**src/rtl/vigenere_key_seq_if.sv**
```systemverilog
// Stream bundle between the key sequencer, its byte source and the cipher stage.
// The slave view is the sequencer itself: it takes bytes in on the s_* side
// and presents them with a shift and direction on the m_* side.
// The master view is whatever drives the byte stream and consumes the result.
interface vigenere_key_seq_if #(
    parameter int N = 8
);
    logic         s_valid;
    logic         s_ready;
    logic [N-1:0] s_data;
    logic [1:0]   mode;
    logic         m_en;
    logic         m_ready;
    logic [N-1:0] m_din;
    logic [4:0]   m_shift_num;
    logic [1:0]   m_direction;

    modport slave (
        input  s_valid, s_data, mode, m_ready,
        output s_ready, m_en, m_din, m_shift_num, m_direction
    );

    modport master (
        output s_valid, s_data, mode, m_ready,
        input  s_ready, m_en, m_din, m_shift_num, m_direction
    );
endinterface

```
**src/rtl/vigenere_key_seq.sv**
```systemverilog
// Vigenere key sequencer: stores an alphabetic key, then tags every streamed
// byte with the next key letter as its shift amount for the cipher stage.
// Optional build macro KEY_SKIP_NONALPHA_EN: when defined, non-letter bytes
// pass with shift 0 and do not consume a key letter.
module vigenere_key_seq #(
    parameter int N         = 8,
    parameter int KEY_DEPTH = 16,
    parameter int KEY_AW    = 4
) (
    input  logic              clock,
    input  logic              rst,
    input  logic              key_clr,
    input  logic              key_wr,
    input  logic [7:0]        key_char,
    input  logic              key_lock,
    output logic [KEY_AW:0]   key_len,
    output logic              key_err,
    output logic              busy,
    vigenere_key_seq_if.slave bus
);

    typedef enum logic [1:0] {
        EMPTY = 2'd0,
        LOAD  = 2'd1,
        RUN   = 2'd2
    } state_t;

    localparam logic [KEY_AW:0]   DEPTH_L = (KEY_AW + 1)'(KEY_DEPTH);
    localparam logic [KEY_AW:0]   LEN_ONE = (KEY_AW + 1)'(1);
    localparam logic [KEY_AW-1:0] IDX_ONE = KEY_AW'(1);

    state_t            state;
    state_t            state_next;
    logic [4:0]        key_mem [KEY_DEPTH];
    logic [KEY_AW-1:0] idx;
    logic              store;
    logic              accept;
    logic              consume;

    function automatic logic is_letter(input logic [7:0] c);
        return ((c >= 8'h41) && (c <= 8'h5A)) || ((c >= 8'h61) && (c <= 8'h7A));
    endfunction

    function automatic logic [4:0] letter_code(input logic [7:0] c);
        if (c >= 8'h61) begin
            return 5'(c - 8'h61);
        end
        return 5'(c - 8'h41);
    endfunction

    // A key write only lands while the key is still open, the character is a
    // letter and there is room left; clear always wins over a write.
    assign store = key_wr && !key_clr && (state != RUN) &&
                   is_letter(key_char) && (key_len < DEPTH_L);

    // One-entry output register: take a new byte whenever the slot is empty
    // or being drained this cycle.
    assign bus.s_ready = (state == RUN) && (!bus.m_en || bus.m_ready);
    assign accept      = bus.s_valid && bus.s_ready && !key_clr;
    assign busy        = (state == RUN);

`ifdef KEY_SKIP_NONALPHA_EN
    assign consume = is_letter(8'(bus.s_data));
`else
    assign consume = 1'b1;
`endif

    // State register.
    always_ff @(posedge clock) begin
        if (rst) begin
            state <= EMPTY;
        end else begin
            state <= state_next;
        end
    end

    // Next-state: first letter opens the key, lock freezes it (a letter
    // written in the same cycle is included), clear always returns to EMPTY.
    always_comb begin
        state_next = state;
        if (key_clr) begin
            state_next = EMPTY;
        end else begin
            case (state)
                EMPTY:   if (store) state_next = key_lock ? RUN : LOAD;
                LOAD:    if (key_lock) state_next = RUN;
                RUN:     state_next = RUN;
                default: state_next = EMPTY;
            endcase
        end
    end

    // Key letter storage; contents need no reset because key_len gates use.
    always_ff @(posedge clock) begin
        if (!rst && store) begin
            key_mem[key_len[KEY_AW-1:0]] <= letter_code(key_char);
        end
    end

    // Key length and the sticky error flag for rejected writes or empty locks.
    always_ff @(posedge clock) begin
        if (rst || key_clr) begin
            key_len <= '0;
            key_err <= 1'b0;
        end else begin
            if (store) begin
                key_len <= key_len + LEN_ONE;
            end
            if (key_wr && !store) begin
                key_err <= 1'b1;
            end
            if (key_lock && (state == EMPTY) && !store) begin
                key_err <= 1'b1;
            end
        end
    end

    // Output register and key index: capture on accept, hold under
    // backpressure, and let the slot empty when the cipher stage takes it.
    always_ff @(posedge clock) begin
        if (rst) begin
            bus.m_en          <= 1'b0;
            bus.m_din         <= '0;
            bus.m_shift_num   <= '0;
            bus.m_direction   <= '0;
            idx               <= '0;
        end else if (key_clr) begin
            bus.m_en <= 1'b0;
            idx      <= '0;
        end else if (accept) begin
            bus.m_en        <= 1'b1;
            bus.m_din       <= bus.s_data;
            bus.m_direction <= bus.mode;
            bus.m_shift_num <= consume ? key_mem[idx] : 5'd0;
            if (consume) begin
                if ({1'b0, idx} == (key_len - LEN_ONE)) begin
                    idx <= '0;
                end else begin
                    idx <= idx + IDX_ONE;
                end
            end
        end else if (bus.m_ready) begin
            bus.m_en <= 1'b0;
        end
    end

endmodule
```
**src/flat_wrapper.sv**
```systemverilog
// flat-port wrapper written by rule: the top's interface ports become plain ports
module vigenere_key_seq_flat 
#(
    parameter int N         = 8,
    parameter int KEY_DEPTH = 16,
    parameter int KEY_AW    = 4
)
  (clock, rst, key_clr, key_wr, key_char, key_lock, key_len, key_err, busy, bus_s_valid, bus_s_data, bus_mode, bus_m_ready, bus_s_ready, bus_m_en, bus_m_din, bus_m_shift_num, bus_m_direction);
  vigenere_key_seq_if #(.N(N)) bus_i ();
  input  logic clock;
  input  logic rst;
  input  logic key_clr;
  input  logic key_wr;
  input  logic [7:0] key_char;
  input  logic key_lock;
  output logic [KEY_AW:0] key_len;
  output logic key_err;
  output logic busy;
  input wire logic [$bits(bus_i.s_valid)-1:0] bus_s_valid;
  input wire logic [$bits(bus_i.s_data)-1:0] bus_s_data;
  input wire logic [$bits(bus_i.mode)-1:0] bus_mode;
  input wire logic [$bits(bus_i.m_ready)-1:0] bus_m_ready;
  output wire logic [$bits(bus_i.s_ready)-1:0] bus_s_ready;
  output wire logic [$bits(bus_i.m_en)-1:0] bus_m_en;
  output wire logic [$bits(bus_i.m_din)-1:0] bus_m_din;
  output wire logic [$bits(bus_i.m_shift_num)-1:0] bus_m_shift_num;
  output wire logic [$bits(bus_i.m_direction)-1:0] bus_m_direction;
  assign bus_i.s_valid = bus_s_valid;
  assign bus_i.s_data = bus_s_data;
  assign bus_i.mode = bus_mode;
  assign bus_i.m_ready = bus_m_ready;
  assign bus_s_ready = bus_i.s_ready;
  assign bus_m_en = bus_i.m_en;
  assign bus_m_din = bus_i.m_din;
  assign bus_m_shift_num = bus_i.m_shift_num;
  assign bus_m_direction = bus_i.m_direction;
  vigenere_key_seq #(.N(N), .KEY_DEPTH(KEY_DEPTH), .KEY_AW(KEY_AW)) u_core (.clock(clock), .rst(rst), .key_clr(key_clr), .key_wr(key_wr), .key_char(key_char), .key_lock(key_lock), .key_len(key_len), .key_err(key_err), .busy(busy), .bus(bus_i));
endmodule
```
**config.mk**
```make
export PLATFORM = sky130hd
export DESIGN_NAME = vigenere_key_seq_flat
export DESIGN_NICKNAME = d
export VERILOG_FILES = /design/src/rtl/vigenere_key_seq_if.sv /design/src/rtl/vigenere_key_seq.sv /design/src/flat_wrapper.sv
export SDC_FILE = /design/constraint.sdc
export NUM_CORES = 1
export LEC_CHECK = 0
export BUFFER_PORTS_ARGS = -buffer_cell sky130_fd_sc_hd__buf_2
export CAP_MARGIN = 5
export CORE_MARGIN = 5
export CORE_UTILIZATION = 50
export CTS_BUF_LIST = sky130_fd_sc_hd__clkbuf_8
export DETAILED_ROUTE_END_ITERATION = 8
export PLACE_DENSITY = 0.78
export SLEW_MARGIN = 20
export SYNTH_ARGS = -nofsm -noshare
export SYNTH_HDL_FRONTEND = slang
export SYNTH_SLANG_ARGS = --single-unit
export TNS_END_PERCENT = 50
```
**constraint.sdc**
```tcl
create_clock -name clock -period 5.59 [get_ports clock]
set_clock_uncertainty 0.1 [all_clocks]
set_input_delay 0.559 -clock clock [delete_from_list [all_inputs] [get_ports clock]]
set_output_delay 0.559 -clock clock [all_outputs]
set_load 0.01 [all_outputs]
```
==> reports/summary.txt, run 1 <==
Outcome - finished clean
Antenna violations before repair - 0
Total design power - 1.37 mW
Worst hold start - bus_s_data[3]
Util after Layout - 56.0%
Overall Global Routing Usage - 16.8%
TritonCTS buffer count - 9
Critical path data required time - 5.50 ns
Gate count after technology mapping - 325
Post-synthesis sequential area ratio - 64.0%
Number of setup violations in the final report - 0
Routability-driven placement congestion ratio - 0.865
Pwr dens - 267 nW/µm²
Post-CTS setup buffer count - 0
Setup_tns - 0 ns
Standard-cell rows - 35
Placement-stage worst setup slack - 2.21 ns
Clock sinks - 108
Synthesized flop and latch total - 108
Setup repair after global routing missed its margin - no
Floorplan die width - 106 µm
Layout cell share with drive strength beyond 1 - 26.1%
Number of maximum-capacitance violations - 0
Clock-pin slew on the worst setup and hold paths - 0.10 ns
Total DRC errors in the routed layout - 0
Die ar. - 11300 µm²
Top achievable clock speed - 328 MHz
Effective utilization at floorplan - 50.6%
Total number of nets in the final design - 408
Number of flops mapped to enable cells by yosys - 80
Number of detailed-routing iterations run before antenna repair - 4
Vias in the first global route - 2697
Maximum level of the CTS H-tree - 3
N_diodes - 0
Cell leakage power - 1.75 nW
Count of routing violations after the opening detailed-route iteration - 152
Quantity of gates resized following cts - 0
Critical path data arrival time - 2.96 ns
Commonest register cell after synthesis - edfxtp_1
Critical Path Sink Type - register
Overflow left after global routing - 0
Type of the setup path with the least slack - register to register
ANT nets after route - 0
Layout-stage area growth over the synthesis result - 10.8%
Mean area per synthesized cell - 14.2 µm²
Post-cts hold buffer count - 0
Distinct cells, synth - 43
Headroom to the max-slew limit - 26.7%
Worst r2r src - u_core.state[0]
Most common library cell in the layout ignoring fill and taps - edfxtp_1
Nets in the synthesized netlist - 362
Port Buffer Count - 48
Final Max Tran Viols - 0
CTS root buffer - clkbuf_8
Mean routed wirelength per cell - 18.4 µm
Post-DR vias/cell - 5.60
Beginning of the critical path - u_core.state[0]
DRT Wirelength - 8980 µm
Maximum fanout encountered on the critical timing path - 13
Commonest cells after routing, fill and taps aside - edfxtp_1, buf_2, nand2_1
Classification of the worst-slack hold path - input pin to register
I/O Pins - 49
First-pass GRT wire length - 14400 µm
Part of the cycle the worst path needs - 54.6%
Final period demand of the worst path - 3.05 ns
Source-to-sink clock delay at the later pin of the worst-skew pair - 0.35 ns
Number of buffers on the longest clock path - 2
Overall die height - 106 µm
Post-synthesis async set-or-reset flop share - 0%
CTS tree - yes
HPWL after detailed placement - 6260 µm
Kind of start point of the critical path - register
Mapped Area - 4630 µm²
Core ar. - 9150 µm²
Final hold viol count - 0
Minimum setup slack in the final design - 2.54 ns
Maximum number of pins on one net before global-route repair - 23
Fill cells - 729
Vias post-DR - 2726
Warning count from the yosys run - 0
Slew of the pin with the lowest slew margin - 1.10 ns
Maximum vdd ir drop - 157 µV
[cells in the mapped netlist, types with 2 or more instances]
cell type	n	area [µm²]
nor2_1	26	97.6
o211ai_1	5	37.5
xor2_1	7	61.3
and2_1	2	12.5
mux2i_1	6	60.1
or3b_2	2	17.5
or2_2	2	12.5
nand4_1	3	18.8
xnor2_1	6	52.6
a21oi_1	21	105
mux4_2	20	450
nor3_1	4	20.0
ha_1	12	150
or3_1	3	18.8
nand2_1	37	139
and4b_1	2	20.0
dfxtp_1	28	561
mux2_2	5	56.3
o21ai_0	4	20.0
buf_6	4	45.0
buf_2	3	15.0
clkbuf_1	7	26.3
nand2b_1	6	37.5
inv_1	7	26.3
edfxtp_1	80	2400
nand3_1	5	25.0
buf_1	2	7.51
[worst max-delay path, stage by stage (launching register included)]
cell     delay [ns]
dfxtp_1        0.41
inv_1          0.09
ha_1           0.27
nor4b_2        0.32
and4b_1        0.28
nand3_2        0.25
or3b_2         0.62
nor2_1         0.36
[routing by layer]
| metal | part of all wire [%] | wire (µm) | vias to the layer above | GRT usage (%) |
|---|---|---|---|---|
| met4 | 1.7 | 150 | 0 | 6.48 |
| li1 | - | - | 1293 | - |
| met3 | 4.3 | 388 | 9 | 3.52 |
| met5 | 0 | 0 | - | 0 |
| met2 | 51 | 4560 | 67 | 26.9 |
| met1 | 43 | 3870 | 1357 | 22.6 |
[layout make-up]
type | count | area (µm²) | share of cell area [%]
timing repair buffer | 52 | 270 | 5.27
sequential | 108 | 2960 | 57.8
clock inverter | 7 | 66.3 | 1.29
multi-input combinational | 193 | 1540 | 30.0
clock buffer | 9 | 124 | 2.41
tap | 111 | 139 | 2.71
inverter | 7 | 26.3 | 0.512
[where the power goes]
group | internal [mW] | switching [mW] | total [mW]
registers | 0.866 | 0.000843 | 0.867
clock network | 0.206 | 0.247 | 0.453
logic | 0.0165 | 0.0325 | 0.0490
total | 1.09 | 0.280 | 1.37
[flip-flops by register name (all words and copies together), names as in the netlist]
name	flops
u_core.key_err	1
u_core.state	2
u_core.bus.m_din	8
u_core.bus.m_direction	2
u_core.bus.m_en	1
u_core.key_len	5
u_core.bus.m_shift_num	5
u_core.idx	4
u_core.key_mem	80
[cell families (layout without fill, tap and decap cells)]
group	after synthesis	count (layout)	share of synthesized area, %
AOI/OAI and AO/OA	36	36	4.54
xor gates and xnor gates	13	13	2.46
adders and majority gates	12	12	3.24
buffers and inverters	24	75	2.70
DFF	108	108	64.0
muxes	31	31	12.2
and+or+nand+nor	101	101	10.8
[through the flow]
step,cell area [µm²],std cells,hold WS [ns]
after global placement,4940,471,0.339
after global routing,5130,487,0.297
after detailed placement,4940,471,0.348
final,5130,487,0.331
after CTS,5130,487,0.313
after floorplan,4630,325,0.373
[worst paths after layout]
kind / end / cells after the start / slack (ns)
setup reg to reg: u_core.key_mem[11][2] / 7 / 2.54
hold reg to reg: u_core.bus.m_shift_num[0] / 2 / 0.36
hold / removal: u_core.bus.m_din[3] / 3 / 0.33
setup / recovery: u_core.key_mem[11][2] / 7 / 2.54
Power figures use the tool's default switching activity.
==> run 2: changes to the inputs <==
--- a/config.mk
+++ b/config.mk
@@ -5,13 +5,14 @@
 export SDC_FILE = /design/constraint.sdc
 export NUM_CORES = 1
 export LEC_CHECK = 0
+export ABC_AREA = 1
 export BUFFER_PORTS_ARGS = -buffer_cell sky130_fd_sc_hd__buf_2
 export CAP_MARGIN = 5
 export CORE_MARGIN = 5
 export CORE_UTILIZATION = 50
 export CTS_BUF_LIST = sky130_fd_sc_hd__clkbuf_8
 export DETAILED_ROUTE_END_ITERATION = 8
-export PLACE_DENSITY = 0.78
+export PLACE_DENSITY = 0.8
 export SLEW_MARGIN = 20
 export SYNTH_ARGS = -nofsm -noshare
 export SYNTH_HDL_FRONTEND = slang
==> constraint.sdc (replaced) <==
create_clock -name clock -period 2.8 [get_ports clock]
set_clock_uncertainty 0.1 [all_clocks]
set_input_delay 0.28 -clock clock [delete_from_list [all_inputs] [get_ports clock]]
set_output_delay 0.28 -clock clock [all_outputs]
set_load 0.01 [all_outputs]
==> run 2 against run 1 <==
  * Combinational power rose to 2.8 times the previous value
  * Worst hold slack got worse by 0.28 ns
  * Sequential power increased by 100%
  * Register-to-register slack worse by 2.3 ns
  * Maximum frequency is 20% higher
  * Highest routed layer unchanged
==> reports/summary.txt, run 2 <==
Top achievable clock speed - 392 MHz
ANT nets after route - 0
Setup repair after global routing missed its margin - no
Core ar. - 9640 µm²
CTS tree - yes
Classification of the worst-slack hold path - input pin to register
Final Max Tran Viols - 0
Die ar. - 11800 µm²
Mapped Area - 4870 µm²
Most used standard cell by instance count after synthesis - nor2_1
Maximum vdd ir drop - 261 µV
Port Buffer Count - 48
Clock-pin slew on the worst setup and hold paths - 0.11 ns
Post-synthesis sequential area ratio - 60.8%
TritonCTS buffer count - 9
Post-DR vias/cell - 5.25
Cell leakage power - 2.11 nW
Layout cell share with drive strength beyond 1 - 15.7%
Nets in the synthesized netlist - 533
Source-to-sink clock delay at the later pin of the worst-skew pair - 0.37 ns
Mean routed wirelength per cell - 15.7 µm
Final hold viol count - 0
Gate count after technology mapping - 496
Warning count from the yosys run - 0
Number of buffers on the longest clock path - 2
List of most frequent post-synthesis cells - nor2_1, edfxtp_1, nand2_1
Post-cts hold buffer count - 0
Total number of nets in the final design - 580
CTS root buffer - clkbuf_8
Layout-stage area growth over the synthesis result - 10.4%
Outcome - finished clean
Critical Path Sink Type - register
Number of detailed-routing iterations run before antenna repair - 5
HPWL after detailed placement - 7530 µm
Critical path data required time - 2.72 ns
Pwr dens - 512 nW/µm²
Synthesized flop and latch total - 108
Mean area per synthesized cell - 9.82 µm²
Kind of start point of the critical path - register
Distinct cells, synth - 31
Post-CTS setup buffer count - 0
Final period demand of the worst path - 2.55 ns
Quantity of gates resized following cts - 0
N_diodes - 0
First-pass GRT wire length - 16900 µm
Effective utilization at floorplan - 50.5%
Vias post-DR - 3577
Max FFs per register - 80
Clock sinks - 108
Maximum number of pins on one net before global-route repair - 41
Part of the cycle the worst path needs - 91.1%
Vias in the first global route - 3437
Overall Global Routing Usage - 18.9%
Post-synth top area share - 49.3%
Number of maximum-capacitance violations - 0
Type of the setup path with the least slack - register to register
Overflow left after global routing - 0
Routability-driven placement congestion ratio - 0.827
Overall die height - 109 µm
Number of flops mapped to enable cells by yosys - 80
Most common library cell in the layout ignoring fill and taps - nor2_1
Headroom to the max-slew limit - 52.5%
Count of routing violations after the opening detailed-route iteration - 337
Critical path data arrival time - 2.47 ns
Cells taking the most area after synthesis - edfxtp_1, dfxtp_1, nor2_1
Antenna violations before repair - 0
Slew of the pin with the lowest slew margin - 0.711 ns
Post-synthesis async set-or-reset flop share - 0%
Floorplan die width - 109 µm
Total design power - 2.75 mW
Commonest cells after routing, fill and taps aside - nor2_1, edfxtp_1, nand2_1
Maximum level of the CTS H-tree - 3
Synth area leader - edfxtp_1
Commonest register cell after synthesis - edfxtp_1
Standard-cell rows - 36
Total DRC errors in the routed layout - 0
Number of setup violations in the final report - 0
Slack of the worst reg-to-reg path - 0.25 ns
DRT Wirelength - 10700 µm
Setup_tns - 0 ns
I/O Pins - 49
Maximum fanout encountered on the critical timing path - 11
[run 2: logic make-up after synthesis]
kind of cell               Yosys count  share of synthesized area [%]
adders and majority gates           12                           3.08
and+or+nand+nor                    244                           21.7
DFF                                108                           60.8
xor gates and xnor gates             9                           1.62
buffers and inverters               58                           5.78
AOI/OAI and AO/OA                   65                           6.94
[run 2: power breakdown]
group,total [mW],switching [mW],internal (mW),leakage (nW)
clock network,0.883,0.545,0.338,0.0902
registers,1.73,0.00348,1.73,0.945
logic,0.135,0.0919,0.0429,1.08
[run 2: critical path, stage by stage, from the launching register on]
cell and delay (ns):
dfxtp_1 0.41, inv_1 0.09, ha_1 0.23, nor2_1 0.11
nand3b_1 0.10, nor2_1 0.11, nand2_1 0.31, nor2_4 0.23
nand2_2 0.12, nor2_1 0.38
[run 2: worst paths after layout]
kind,from,end,cells past startpoint
setup / recovery,u_core.state[0],u_core.key_mem[3][2],9
hold / removal,bus_mode[0],u_core.bus.m_direction[0],3
hold reg to reg,u_core.key_err,u_core.key_err,2
setup reg to reg,u_core.state[0],u_core.key_mem[3][2],9
[run 2: final cells by class]
cell class	instances	area, µm²
clock inverter	7	57.6
sequential	108	2960
fill	812	4260
multi-input combinational	330	1630
clock buffer	9	124
inverter	39	149
timing repair buffer	55	293
tap	133	166
[run 2: layer usage]
layer	vias up	track usage, %	wire, µm
met1	1667	24.2	4420
met3	24	3.37	663
met2	145	31.7	5350
li1	1741	-	-
met5	-	0	0
met4	0	8.21	266
[run 2: per-stage QoR]
step	cell area (µm²)	util [%]	std cells	hold WS, ns	setup WS, ns
5_1_grt	5380	55.8	681	0.0396	0.0784
3_3_place_gp	5200	53.9	665	0.339	0.462
3_5_place_dp	5200	53.9	665	0.340	0.312
4_1_cts	5380	55.8	681	0.0365	0.272
2_1_floorplan	4870	-	496	0.323	0.761
6_report	5380	55.8	681	0.0502	0.248
==> run 3: changes to the inputs <==
--- a/config.mk
+++ b/config.mk
@@ -7,12 +7,11 @@
 export LEC_CHECK = 0
 export ABC_AREA = 1
 export BUFFER_PORTS_ARGS = -buffer_cell sky130_fd_sc_hd__buf_2
-export CAP_MARGIN = 5
 export CORE_MARGIN = 5
 export CORE_UTILIZATION = 50
 export CTS_BUF_LIST = sky130_fd_sc_hd__clkbuf_8
 export DETAILED_ROUTE_END_ITERATION = 8
-export PLACE_DENSITY = 0.8
+export PLACE_DENSITY = 0.75
 export SLEW_MARGIN = 20
 export SYNTH_ARGS = -nofsm -noshare
 export SYNTH_HDL_FRONTEND = slang
==> run 3 against run 2 <==
  * Critical path depth did not move
  * Power grew 0.15%
  * Maximum frequency up 3.0%
  * Combinational power hardly changed
  * Critical endpoint is now u_core.key_mem[8][2]
  * Clock power is essentially flat
  * Clock-buffer cell count is the same
  * Die area stayed put
  * Worst hold slack got worse by 0.025 ns
  * Final cell count is the same
  * Sequential cell count unchanged
  * Sequential power barely moved
  * Global-route usage down 0.26 points
==> reports/summary.txt, run 3 (same netlist as run 2, synthesis figures left out) <==
CTS root buffer - clkbuf_8
Minimum setup slack in the final design - 0.323 ns
Critical path data required time - 2.75 ns
Number of maximum-capacitance violations - 0
Worst Hold Margin - 0.0253 ns
Total number of nets in the final design - 580
Quantity of gates resized following cts - 0
Classification of the worst-slack hold path - input pin to register
Floorplan die width - 109 µm
Cell leakage power - 2.12 nW
Final hold viol count - 0
Die ar. - 11800 µm²
N_diodes - 0
Type of the setup path with the least slack - register to register
Standard-cell rows - 36
Layout cell share with drive strength beyond 1 - 15.7%
HPWL after detailed placement - 7480 µm
Kind of start point of the critical path - register
I/O Pins - 49
Headroom to the max-slew limit - 56.8%
Port Buffer Count - 48
Post-DR vias/cell - 5.26
Maximum level of the CTS H-tree - 3
Worst hold start - bus_s_data[4]
Number of buffers on the longest clock path - 2
Clock-pin slew on the worst setup and hold paths - 0.10 ns
Total design power - 2.76 mW
Critical Path Sink Type - register
ANT nets after route - 0
Critical path data arrival time - 2.42 ns
Number of detailed-routing iterations run before antenna repair - 5
Placement-stage worst setup slack - 0.359 ns
Part of the cycle the worst path needs - 88.5%
Maximum fanout encountered on the critical timing path - 11
Clock sinks - 108
Layout-stage area growth over the synthesis result - 10.4%
Setup repair after global routing missed its margin - no
Overall Global Routing Usage - 18.7%
Final Max Tran Viols - 0
Slew of the pin with the lowest slew margin - 0.645 ns
Final period demand of the worst path - 2.48 ns
Source-to-sink clock delay at the later pin of the worst-skew pair - 0.38 ns
Outcome - finished clean
CTS tree - yes
Overflow left after global routing - 0
Fill cells - 851
Top achievable clock speed - 404 MHz
Vias post-DR - 3580
Maximum vdd ir drop - 327 µV
Pwr dens - 513 nW/µm²
Commonest cells after routing, fill and taps aside - nor2_1, edfxtp_1, nand2_1
Count of routing violations after the opening detailed-route iteration - 328
DRT Wirelength - 10700 µm
Number of setup violations in the final report - 0
Post-CTS setup buffer count - 0
Overall die height - 109 µm
First-pass GRT wire length - 16500 µm
Vias in the first global route - 3255
Core ar. - 9640 µm²
TritonCTS buffer count - 9
Total DRC errors in the routed layout - 0
Setup_tns - 0 ns
Worst r2r src - u_core.state[0]
Mean routed wirelength per cell - 15.7 µm
Antenna violations before repair - 0
Post-cts hold buffer count - 0
Most common library cell in the layout ignoring fill and taps - nor2_1
Routability-driven placement congestion ratio - 0.854
Effective utilization at floorplan - 50.5%
Max FFs per register - 80
Maximum number of pins on one net before global-route repair - 41
Beginning of the critical path - u_core.state[0]
==> run 3: cell count changes in the layout (fill, tap and decap cells not counted), sizes merged <==
cell	before	now
clkinv	3	4
clkinvlp	1	0
==> run 3: power breakdown <==
part           internal, mW  leakage (nW)  switching (mW)
Sequential             1.73         0.945         0.00349
Clock                 0.339        0.0955           0.547
Combinational        0.0427          1.08          0.0930
==> run 3: critical path, stage by stage (launching register included) <==
cell	delay (ns)
dfxtp_1	0.39
inv_1	0.08
ha_1	0.23
nor2_1	0.11
nand3b_1	0.11
nor2_1	0.12
nand2_1	0.30
nor2_8	0.26
nand2_4	0.09
nor2_1	0.35
==> run 3: routing by layer <==
| layer | up-vias | wire length, µm | GRT usage (%) |
|---|---|---|---|
| met3 | 19 | 651 | 3.26 |
| li1 | 1745 | - | - |
| met2 | 146 | 5190 | 30.5 |
| met4 | 0 | 244 | 7.12 |
| met5 | - | 0 | 0 |
| met1 | 1670 | 4590 | 25.1 |
==> run 3: final timing paths <==
path | end | slack (ns) | depth (start not counted)
hold reg to reg | u_core.key_err | 0.37 | 2
setup / recovery | u_core.key_mem[8][2] | 0.32 | 9
setup reg to reg | u_core.key_mem[8][2] | 0.32 | 9
hold / removal | u_core.bus.m_din[4] | 0.03 | 3
==> run 3: final cells by class <==
type | instances | area [µm²] | area share [%]
Tap cell | 133 | 166 | 3.09
Multi-Input combinational cell | 330 | 1630 | 30.2
Sequential cell | 108 | 2960 | 55.1
Clock buffer | 9 | 124 | 2.30
Clock inverter | 7 | 57.6 | 1.07
Timing Repair Buffer | 55 | 293 | 5.44
Inverter | 39 | 149 | 2.77
==> run 3: per-stage QoR <==
stage / instances / utilization, % / area, µm²
floorplan: 496 / - / 4870
global placement: 665 / 53.9 / 5200
detailed placement: 665 / 53.9 / 5200
CTS: 681 / 55.8 / 5380
global route: 681 / 55.8 / 5380
finish: 681 / 55.8 / 5380
